File: src/rtl/qspi_pkg.sv
// Shared definitions for the QSPI bridge transmit path: FSM states, nibble width, underrun fill.
package qspi_pkg;

  typedef enum logic [1:0] {
    ST_IDLE  = 2'd0,
    ST_DUMMY = 2'd1,
    ST_SHIFT = 2'd2
  } qspi_state_e;

  localparam int unsigned QSPI_NIBBLE = 4;
  localparam logic [3:0]  QSPI_FILL   = 4'hF;

endpackage

File: src/rtl/qspi_tx_prefetch.sv
// One-word prefetch stage in front of the fsfifo read port; hides the FIFO's one-cycle read latency.
module qspi_tx_prefetch
  import qspi_pkg::*;
#(
  parameter int unsigned WIDTH = 32
) (
  input  logic             clk_i,
  input  logic             resetn_i,
  input  logic             busy_i,
  input  logic             take_i,
  input  logic             fifo_empty_i,
  output logic             fifo_rd_o,
  input  logic [WIDTH-1:0] fifo_data_i,
  output logic             valid_o,
  output logic [WIDTH-1:0] data_o
);

  logic             valid_q, valid_d;
  logic             inflight_q, inflight_d;
  logic [WIDTH-1:0] next_q, next_d;

  assign fifo_rd_o = busy_i && !valid_q && !inflight_q && !fifo_empty_i;
  assign valid_o   = valid_q;
  assign data_o    = next_q;

  // An in-flight read always completes, even after the FSM has gone idle.
  always_comb begin
    valid_d    = valid_q;
    inflight_d = inflight_q;
    next_d     = next_q;
    if (inflight_q) begin
      next_d     = fifo_data_i;
      valid_d    = 1'b1;
      inflight_d = 1'b0;
    end else if (fifo_rd_o) begin
      inflight_d = 1'b1;
    end
    if (take_i) begin
      valid_d = 1'b0;
    end
  end

  always_ff @(posedge clk_i) begin
    if (!resetn_i) begin
      valid_q    <= 1'b0;
      inflight_q <= 1'b0;
      next_q     <= '0;
    end else begin
      valid_q    <= valid_d;
      inflight_q <= inflight_d;
      next_q     <= next_d;
    end
  end

endmodule

File: src/rtl/qspi_fifo_tx.sv
// QSPI read-path transmitter: dummy phase, then FIFO words as MSB-first nibbles on SCK strobes.
// Optional sticky underrun flag is built only when QSPI_TX_UNDERRUN_EN is defined.
module qspi_fifo_tx
  import qspi_pkg::*;
#(
  parameter int unsigned WIDTH = 32,
  parameter int unsigned DUMMY = 8
) (
  input  logic             clk_i,
  input  logic             resetn_i,
  input  logic             cs_i,
  input  logic             start_i,
  input  logic             shift_i,
  input  logic             fifo_empty_i,
  output logic             fifo_rd_o,
  input  logic [WIDTH-1:0] fifo_data_i,
  output logic [3:0]       io_o,
  output logic             io_oe_o,
  output logic             busy_o,
  output logic             underrun_o
);

  localparam int unsigned     NIBBLES   = WIDTH / QSPI_NIBBLE;
  localparam int unsigned     NCW       = (NIBBLES > 1) ? $clog2(NIBBLES) : 1;
  localparam logic [NCW-1:0]  NLAST     = NCW'(NIBBLES - 1);
  localparam logic [WIDTH-1:0] FILL_WORD = {NIBBLES{QSPI_FILL}};

  qspi_state_e      state_q, state_d;
  logic [7:0]       dcnt_q, dcnt_d;
  logic [NCW-1:0]   ncnt_q, ncnt_d;
  logic [WIDTH-1:0] shreg_q, shreg_d;
  logic [3:0]       io_q, io_d;
  logic             oe_q, oe_d;
  logic             reload;
  logic             take;
  logic             pf_valid;
  logic [WIDTH-1:0] pf_data;

  assign busy_o  = (state_q != ST_IDLE);
  assign io_o    = io_q;
  assign io_oe_o = oe_q;

  qspi_tx_prefetch #(
    .WIDTH(WIDTH)
  ) u_prefetch (
    .clk_i       (clk_i),
    .resetn_i    (resetn_i),
    .busy_i      (busy_o),
    .take_i      (take),
    .fifo_empty_i(fifo_empty_i),
    .fifo_rd_o   (fifo_rd_o),
    .fifo_data_i (fifo_data_i),
    .valid_o     (pf_valid),
    .data_o      (pf_data)
  );

  always_comb begin
    state_d = state_q;
    dcnt_d  = dcnt_q;
    ncnt_d  = ncnt_q;
    shreg_d = shreg_q;
    reload  = 1'b0;
    if (!cs_i) begin
      state_d = ST_IDLE;
    end else begin
      unique case (state_q)
        ST_IDLE: begin
          if (start_i) begin
            state_d = ST_DUMMY;
            dcnt_d  = 8'(DUMMY);
          end
        end
        ST_DUMMY: begin
          if (shift_i) begin
            dcnt_d = dcnt_q - 8'd1;
            if (dcnt_q == 8'd1) begin
              state_d = ST_SHIFT;
              ncnt_d  = '0;
              reload  = 1'b1;
            end
          end
        end
        ST_SHIFT: begin
          if (shift_i) begin
            if (ncnt_q == NLAST) begin
              ncnt_d = '0;
              reload = 1'b1;
            end else begin
              shreg_d = shreg_q << QSPI_NIBBLE;
              ncnt_d  = ncnt_q + NCW'(1);
            end
          end
        end
        default: state_d = ST_IDLE;
      endcase
    end
    take = reload && pf_valid;
    if (reload) begin
      shreg_d = pf_valid ? pf_data : FILL_WORD;
    end
    // Outputs are registered from next-state values so they move one cycle after the strobe.
    oe_d = (state_d == ST_SHIFT);
    io_d = oe_d ? shreg_d[WIDTH-1 -: 4] : '0;
  end

  always_ff @(posedge clk_i) begin
    if (!resetn_i) begin
      state_q <= ST_IDLE;
      dcnt_q  <= '0;
      ncnt_q  <= '0;
      shreg_q <= '0;
      io_q    <= '0;
      oe_q    <= 1'b0;
    end else begin
      state_q <= state_d;
      dcnt_q  <= dcnt_d;
      ncnt_q  <= ncnt_d;
      shreg_q <= shreg_d;
      io_q    <= io_d;
      oe_q    <= oe_d;
    end
  end

`ifdef QSPI_TX_UNDERRUN_EN
  logic underrun_q, underrun_d;
  logic start_acc;

  assign start_acc  = (state_q == ST_IDLE) && cs_i && start_i;
  assign underrun_o = underrun_q;

  always_comb begin
    underrun_d = underrun_q;
    if (start_acc) begin
      underrun_d = 1'b0;
    end
    if (reload && !pf_valid) begin
      underrun_d = 1'b1;
    end
  end

  always_ff @(posedge clk_i) begin
    if (!resetn_i) begin
      underrun_q <= 1'b0;
    end else begin
      underrun_q <= underrun_d;
    end
  end
`else
  assign underrun_o = 1'b0;
`endif

endmodule

File: config.mk
export PLATFORM = sky130hd
export DESIGN_NAME = qspi_fifo_tx
export DESIGN_NICKNAME = d
export VERILOG_FILES = /design/src/rtl/qspi_pkg.sv /design/src/rtl/qspi_tx_prefetch.sv /design/src/rtl/qspi_fifo_tx.sv
export SDC_FILE = /design/constraint.sdc
export NUM_CORES = 1
export LEC_CHECK = 0
export ABC_AREA = 1
export BUFFER_PORTS_ARGS = -buffer_cell sky130_fd_sc_hd__buf_2
export CAP_MARGIN = 10
export CELL_PAD_IN_SITES_DETAIL_PLACEMENT = 0
export CELL_PAD_IN_SITES_GLOBAL_PLACEMENT = 2
export CORE_ASPECT_RATIO = 0.6
export CORE_MARGIN = 4
export CORE_UTILIZATION = 33
export CTS_CLUSTER_SIZE = 16
export DETAILED_ROUTE_END_ITERATION = 7
export PLACE_DENSITY_LB_ADDON = 0.05
export RECOVER_POWER = 100
export SYNTH_ARGS = -nofsm -noshare
export SYNTH_HDL_FRONTEND = slang
export SYNTH_HIERARCHICAL = 1
export SYNTH_SLANG_ARGS = --single-unit
File: constraint.sdc
create_clock -name clk_i -period 2.25 [get_ports clk_i]
set_input_delay 0.1125 -clock clk_i [delete_from_list [all_inputs] [get_ports clk_i]]
set_output_delay 0.1125 -clock clk_i [all_outputs]
set_load 0.005 [all_outputs]
Word level (Yosys, flattened, before mapping)

Index checks and enable logic that the tools add are counted.

Output and inout bits: 8
Logic and storage cells: 69
Bits of input ports: 38
Register bits after elaboration: 84

Mux-type cells: 26
Equality and inequality tests: 10
Add/subtract/negate cells: 2
Bitwise gates (word level): 1
Reductions and logical operators: 20

Operators by type and width:

| cell                                                | count |
|---|---|
| two-way mux 32 bit                                  | 6 |
| two-way mux 8 bit                                   | 2 |
| one-hot mux 8 bit (2 select lines)                  | 1 |
| two-way mux 3 bit                                   | 4 |
| nonzero test 2 bit                                  | 6 |
| != test 2 bit, second input constant                | 5 |
| equality test 8 x 1 -> 1 bit, second input constant | 1 |
| two-way mux 2 bit                                   | 4 |
| AND reduction 4 bit                                 | 2 |
| subtractor 8 x 1 -> 8 bit, second input constant    | 1 |
| two-way mux 1 bit                                   | 6 |
| one-hot mux 2 bit (3 select lines)                  | 1 |
| one-hot mux 3 bit (2 select lines)                  | 1 |
| AND reduction 5 bit                                 | 1 |
| equality test 2 bit, second input constant          | 2 |
| logical AND 1 bit                                   | 4 |
| OR reduction 2 bit                                  | 2 |
| adder 3 x 1 -> 3 bit, second input constant         | 1 |
| equality test 3 bit, second input constant          | 1 |
| zero test 1 bit                                     | 3 |
| equality test 2 x 1 -> 1 bit, second input constant | 1 |
| zero test 2 bit                                     | 1 |
| one-hot mux 1 bit (2 select lines)                  | 1 |
| AND reduction 2 bit                                 | 1 |
| inverter 1 bit                                      | 1 |

Longest topological paths before layout

Word-level depth: 7
Gate-level depth with buffers: 13
Gate-level depth less buffers: 11

By module

The synthesis kept the hierarchy.

Modules (own cells, without submodules):

| module           | cells an instance | area each (um^2) | times used |
|---|---|---|---|
| qspi_fifo_tx     | 451               | 2950.3           | 1 |
| qspi_tx_prefetch | 148               | 1187.4           | 1 |

Worst setup path after synthesis

No wires, ideal clock.

Path type: register -> register
Start point: register ncnt_q[0]
End point: register shreg_q[30]
Data required time: 2.122 ns
Setup slack: 0.555 ns
Clock period less this slack: 1.695 ns
Arrival time: 1.567 ns
Cell stages (with the launch flop): 13
Path through: dfxtp_1 > ha_1 > ha_1 > buf_2 > nor2_1 > inv_2 > nand2_2 > nor2_8 > nand2_4 > buf_4 > nand3_1 > o21ai_1 > nor2_1

Cells in the longest elaborated chain, start to end: 6
Elaborated cells between the ends (all ways): 10
Those cells by class: eq/ne (1); mux (9)

RTL lines:

| item                                                                     | RTL line            | source |
|---|---|---|
| start, declared                                                          | qspi_fifo_tx.sv:30  | `logic [NCW-1:0] ncnt_q, ncnt_d;` |
| start signal, assigned                                                   | qspi_fifo_tx.sv:117 | `ncnt_q <= ncnt_d;` |
| equality test 3 bit *                                                    | qspi_fifo_tx.sv:85  | `if (ncnt_q == NLAST) begin` |
| two-way mux 1 bit or two-way mux 32 bit (tied branches)                  | qspi_fifo_tx.sv:85  |  |
| two-way mux 1 bit or two-way mux 32 bit (tied branches)                  | qspi_fifo_tx.sv:84  | `if (shift_i) begin` |
| one-hot mux 1 bit (2 select lines) or two-way mux 32 bit (tied branches) | qspi_fifo_tx.sv:66  | `unique case (state_q)` |
| two-way mux 1 bit or two-way mux 32 bit (tied branches)                  | qspi_fifo_tx.sv:63  | `if (!cs_i) begin` |
| two-way mux 32 bit *                                                     | qspi_fifo_tx.sv:98  | `if (reload) begin` |
| end signal, assigned                                                     | qspi_fifo_tx.sv:118 | `shreg_q <= shreg_d;` |
| end, declared                                                            | qspi_fifo_tx.sv:31  | `logic [WIDTH-1:0] shreg_q, shreg_d;` |

Every way passes the cells marked *; elsewhere a longest branch is shown, timed or not. The select of a mux whose other input is x is not followed.
A chain may end at the register's enable or synchronous reset.

Worst setup path in the final report

Start point: register state_q[0]
End point: register io_q[3], in the netlist io_o[3]

Cells in the longest elaborated chain, start to end: 6
Elaborated cells between the ends (all ways): 15
Those cells by class: eq/ne (3); mux (10); reduce/logical (2)

RTL lines:

| item                                 | RTL line            | source |
|---|---|---|
| start, declared                      | qspi_fifo_tx.sv:28  | `qspi_state_e state_q, state_d;` |
| start signal, assigned               | qspi_fifo_tx.sv:115 | `state_q <= state_d;` |
| two-way mux 2 bit                    | qspi_fifo_tx.sv:76  | `if (dcnt_q == 8'd1) begin` |
| two-way mux 2 bit                    | qspi_fifo_tx.sv:74  | `if (shift_i) begin` |
| one-hot mux 2 bit (3 select lines)   | qspi_fifo_tx.sv:66  |  |
| two-way mux 2 bit                    | qspi_fifo_tx.sv:63  |  |
| equality test 2 bit                  | qspi_fifo_tx.sv:102 | `oe_d = (state_d == ST_SHIFT);` |
| AND reduction 2 bit (no source line) | n/a                 |  |
| end signal, assigned                 | qspi_fifo_tx.sv:119 | `io_q <= io_d;` |
| end, declared                        | qspi_fifo_tx.sv:32  | `logic [3:0] io_q, io_d;` |

Several ways; a longest one is shown, not always the timed one. The select of a mux whose other input is x is not followed.

==> results.rst <==
.. list-table::
   :header-rows: 1

   * - Metric
     - Value
   * - Worst-case hold path end point
     - u_prefetch/data_o[15]
   * - Total congestion overflow
     - 0
   * - Area added between synthesis and finish
     - 16.8%
   * - Total half-perimeter wirelength after legalization and detailed placement
     - 7210 um
   * - Top cell types by occurrence after synthesis
     - nor2_1 (129), dfxtp_1 (84), inv_1 (72)
   * - Sequential element share of the synthesized area
     - 40.6%
   * - Post-synthesis cell count
     - 599
   * - #FFs+latches synth
     - 84
   * - Post-CTS repair timing setup buffer count
     - 0
   * - Top cell type by total area after synthesis
     - dfxtp_1
   * - Pins over their slew limit
     - 0
   * - Synth Area in Compound Gates
     - 9.22%
   * - Crit path cell chain
     - inv_1, ha_1, clkbuf_2, nor3_1, nand2_1, nand3_1, nand2_1, nor2_1
   * - Leakage power total
     - 0.00217 uW
   * - Power density cells
     - 681 nW/um^2
   * - Worst Hold Margin
     - 4.91 ps
   * - Number of diodes added for antenna fixing
     - 0
   * - Fraction of layout cells with a size suffix above 1
     - 14.9%
   * - Overall die height
     - 94.7 um
   * - R2R cell count
     - 8
   * - Startpoint-to-endpoint class of the critical path
     - flip-flop to flip-flop
   * - Placement row count
     - 31
   * - Core area
     - 12100 um^2
   * - Clock buffer depth
     - 2
   * - Count of pins on the block boundary
     - 46
   * - Top-count cell post-synth
     - nor2_1
   * - Deepest level of the CTS H-tree
     - 3
   * - Crit Path Max Fanout
     - 27
   * - Overall power after layout
     - 3290 uW
   * - Result of the run
     - finished clean
   * - Wirelength per Cell
     - 13.4 um
   * - VDD IR max
     - 0.383 mV
   * - Number of distinct library cell variants in the gate-level netlist after synthesis
     - 31
   * - Primary FF master, synth
     - dfxtp_1
   * - Top achievable clock speed
     - 0.478 GHz
   * - Max stage delay cell, worst path
     - clkbuf_2
   * - Setup TNS Final
     - 0 ps
   * - Main combinational cell family by area after synthesis
     - simple AND/OR/NAND/NOR gates
   * - Post-route minimum period
     - 2090 ps
   * - Nature of the critical path endpoint
     - flip-flop
   * - Worst path most repeated cell
     - nand2_1
   * - Synth top area share
     - 40.6%
   * - Endpoint of the worst-slack reg-to-reg timing path
     - io_o[3]
   * - Xor/xnor cell area share of the yosys netlist
     - 0.212%
   * - Clock slew at reported path FFs
     - 70 ps
   * - Pre-antenna DRT Iters
     - 4
   * - Simple-Gate Fraction of Synth Area
     - 35.1%
   * - Startpoint of the tightest hold check path
     - fifo_data_i[15]
   * - Worst max-slew margin expressed relative to the limit
     - 32.3%
   * - Number of sinks on the clock net
     - 84
   * - Detail-routed via count per cell
     - 4.63
   * - Required time at the worst-slack endpoint
     - 2510 ps
   * - Critical path arrival
     - 2360 ps
   * - Mean area per synthesized cell
     - 6.91 um^2
   * - Global-route wire length before repair
     - 18400 um
   * - Initial detailed-routing violation count
     - 132
   * - PortBufs
     - 44
   * - Count of vias placed by the detailed router
     - 3748
   * - Number of enable flip-flop cells after synthesis
     - 0
   * - Vias in the first global route
     - 3744
   * - R2r setup slk
     - 160 ps
   * - Share of synthesized area spent on multiplexers
     - 0%
   * - Number of antenna violations at the first check in global routing
     - 0
   * - Worst hold path class
     - input port to flip-flop
   * - Resize count post-CTS
     - 0
   * - Post-DRT Antenna Nets
     - 0
   * - Launch instance of the worst register-to-register path
     - state_q[0]
   * - Slew at the pin closest to its max-slew limit
     - 1010 ps
   * - Delay of the slowest critical-path stage
     - 430 ps
   * - Fraction of registers with async set/reset
     - 0%
   * - Routed wire length
     - 10900 um
   * - Post-synth design cell area
     - 4140 um^2
   * - Yosys synthesis warning count
     - 6
   * - Hold Vio Cnt, Final
     - 0
   * - Total of max-cap violations
     - 0
   * - Final period util
     - 93.0%
   * - Finish-stage setup viols
     - 0
   * - Width of the die
     - 153 um
   * - Setup clock skew after layout
     - 9.75 ps
   * - Clock buffer count from CTS
     - 9
   * - Min-Delay Path Depth
     - 3
   * - Net count, final
     - 686
   * - CTS root buffer
     - clkbuf_16
   * - Largest cells by area after synthesis
     - dfxtp_1 (41%), nor2_1 (12%), nand3_1 (7.0%)
   * - Syn_nets
     - 645
   * - Worst-Skew Late Latency
     - 330 ps
   * - Worst Setup Start Kind
     - flip-flop
   * - RSZ-0062 raised after global routing
     - no
   * - Total die area
     - 14500 um^2
   * - Starting utilization of the core area
     - 34.1%
   * - GR Util All Layers
     - 15.6%
   * - Maximum number of pins on one net before global-route repair
     - 34
   * - Clock tree from TritonCTS
     - yes
   * - DRC violation count after routing
     - 0
   * - Adder-Cell Fraction of Synth Area
     - 2.42%
   * - Weighted congestion at the end of routability-driven global placement
     - 0.816
## critical path: cells and delay by family (launching register included)
| family | cells | cell delay (ps) |
|---|---|---|
| adders and majority gates | 1 | 240 |
| buffers and inverters | 2 | 520 |
| DFF | 1 | 370 |
| and+or+nand+nor | 5 | 890 |
## per-stage QoR
stage               cells  instance area [um^2]  setup slack (ps)  utilization (%)
finish                810                  4830               157             39.8
global placement      781                  4420               273             36.4
global route          810                  4830              21.0             39.8
CTS                   810                  4850               231             39.9
detailed placement    781                  4420               240             36.4
floorplan             599                  4140               555                -
## sequential cells by signal, summed over array words and instances (netlist names)
register,cells
shreg_q,32
ncnt_q,3
io_o,4
u_prefetch/data_o,32
io_oe_o,1
dcnt_q,8
u_prefetch/inflight_q,1
u_prefetch/valid_o,1
state_q,2
## layout make-up
class / count / area (um^2)
repair buffers: 67 / 415
inverters: 76 / 288
flip-flops and latches: 84 / 1680
clock inverters: 7 / 76.3
clock buffers: 9 / 225
fillers: 1343 / 7310
well taps: 165 / 206
multi-input cells: 402 / 1940
## worst max-delay path by stage
stage | start | endpoint | slack, ps | cells after the start
2_1_floorplan | ncnt_q[0] | shreg_q[30] | 560 | 12
3_3_place_gp | state_q[0] | dcnt_q[5] | 270 | 10
3_5_place_dp | state_q[0] | dcnt_q[5] | 240 | 10
4_1_cts | state_q[0] | dcnt_q[5] | 230 | 10
5_1_grt | state_q[0] | dcnt_q[5] | 20 | 10
6_report | state_q[0] | io_o[3] | 160 | 8
## metal layers
metal  up-vias  share of wire, %  track usage (%)
met5         -                 0                0
met4         0              0.66             3.04
met3         6               3.9             3.62
met2        63                41             23.6
met1      1703                54             22.7
li1       1976                 -                -
## layout by cell type, fill, tap and decap left out, drive strengths merged
cell	synthesis	routed
clkinvlp	0	2
o21ai	42	42
dlygate4sd3	0	13
ha	8	8
clkinv	1	5
bufinv	0	1
inv	75	75
nor3	3	3
nand3	59	59
nor3b	1	1
nor2	131	131
clkbuf	19	16
dfxtp	84	84
or2	24	24
nand2	72	72
buf	18	47
conb	1	1
a21oi	32	32
xnor2	1	1
nand4	28	28
## cells by family after synthesis
group,count (synthesis)
AOI/OAI and AO/OA,74
buffers and inverters,113
and+or+nand+nor,318
other,1
adders and majority gates,8
xor gates and xnor gates,1
DFF,84
## repair_timing
item,in CTS,in global routing
endpoints found under the hold margin,13,0
setup endpoints to repair,0,0
hold buffers,13,0
## report_power, final
group | switching, uW | internal [uW]
Sequential | 19.5 | 1520
Clock | 631 | 866
Combinational | 161 | 97.8
Note: power is estimated with default switching activity, not from simulation.
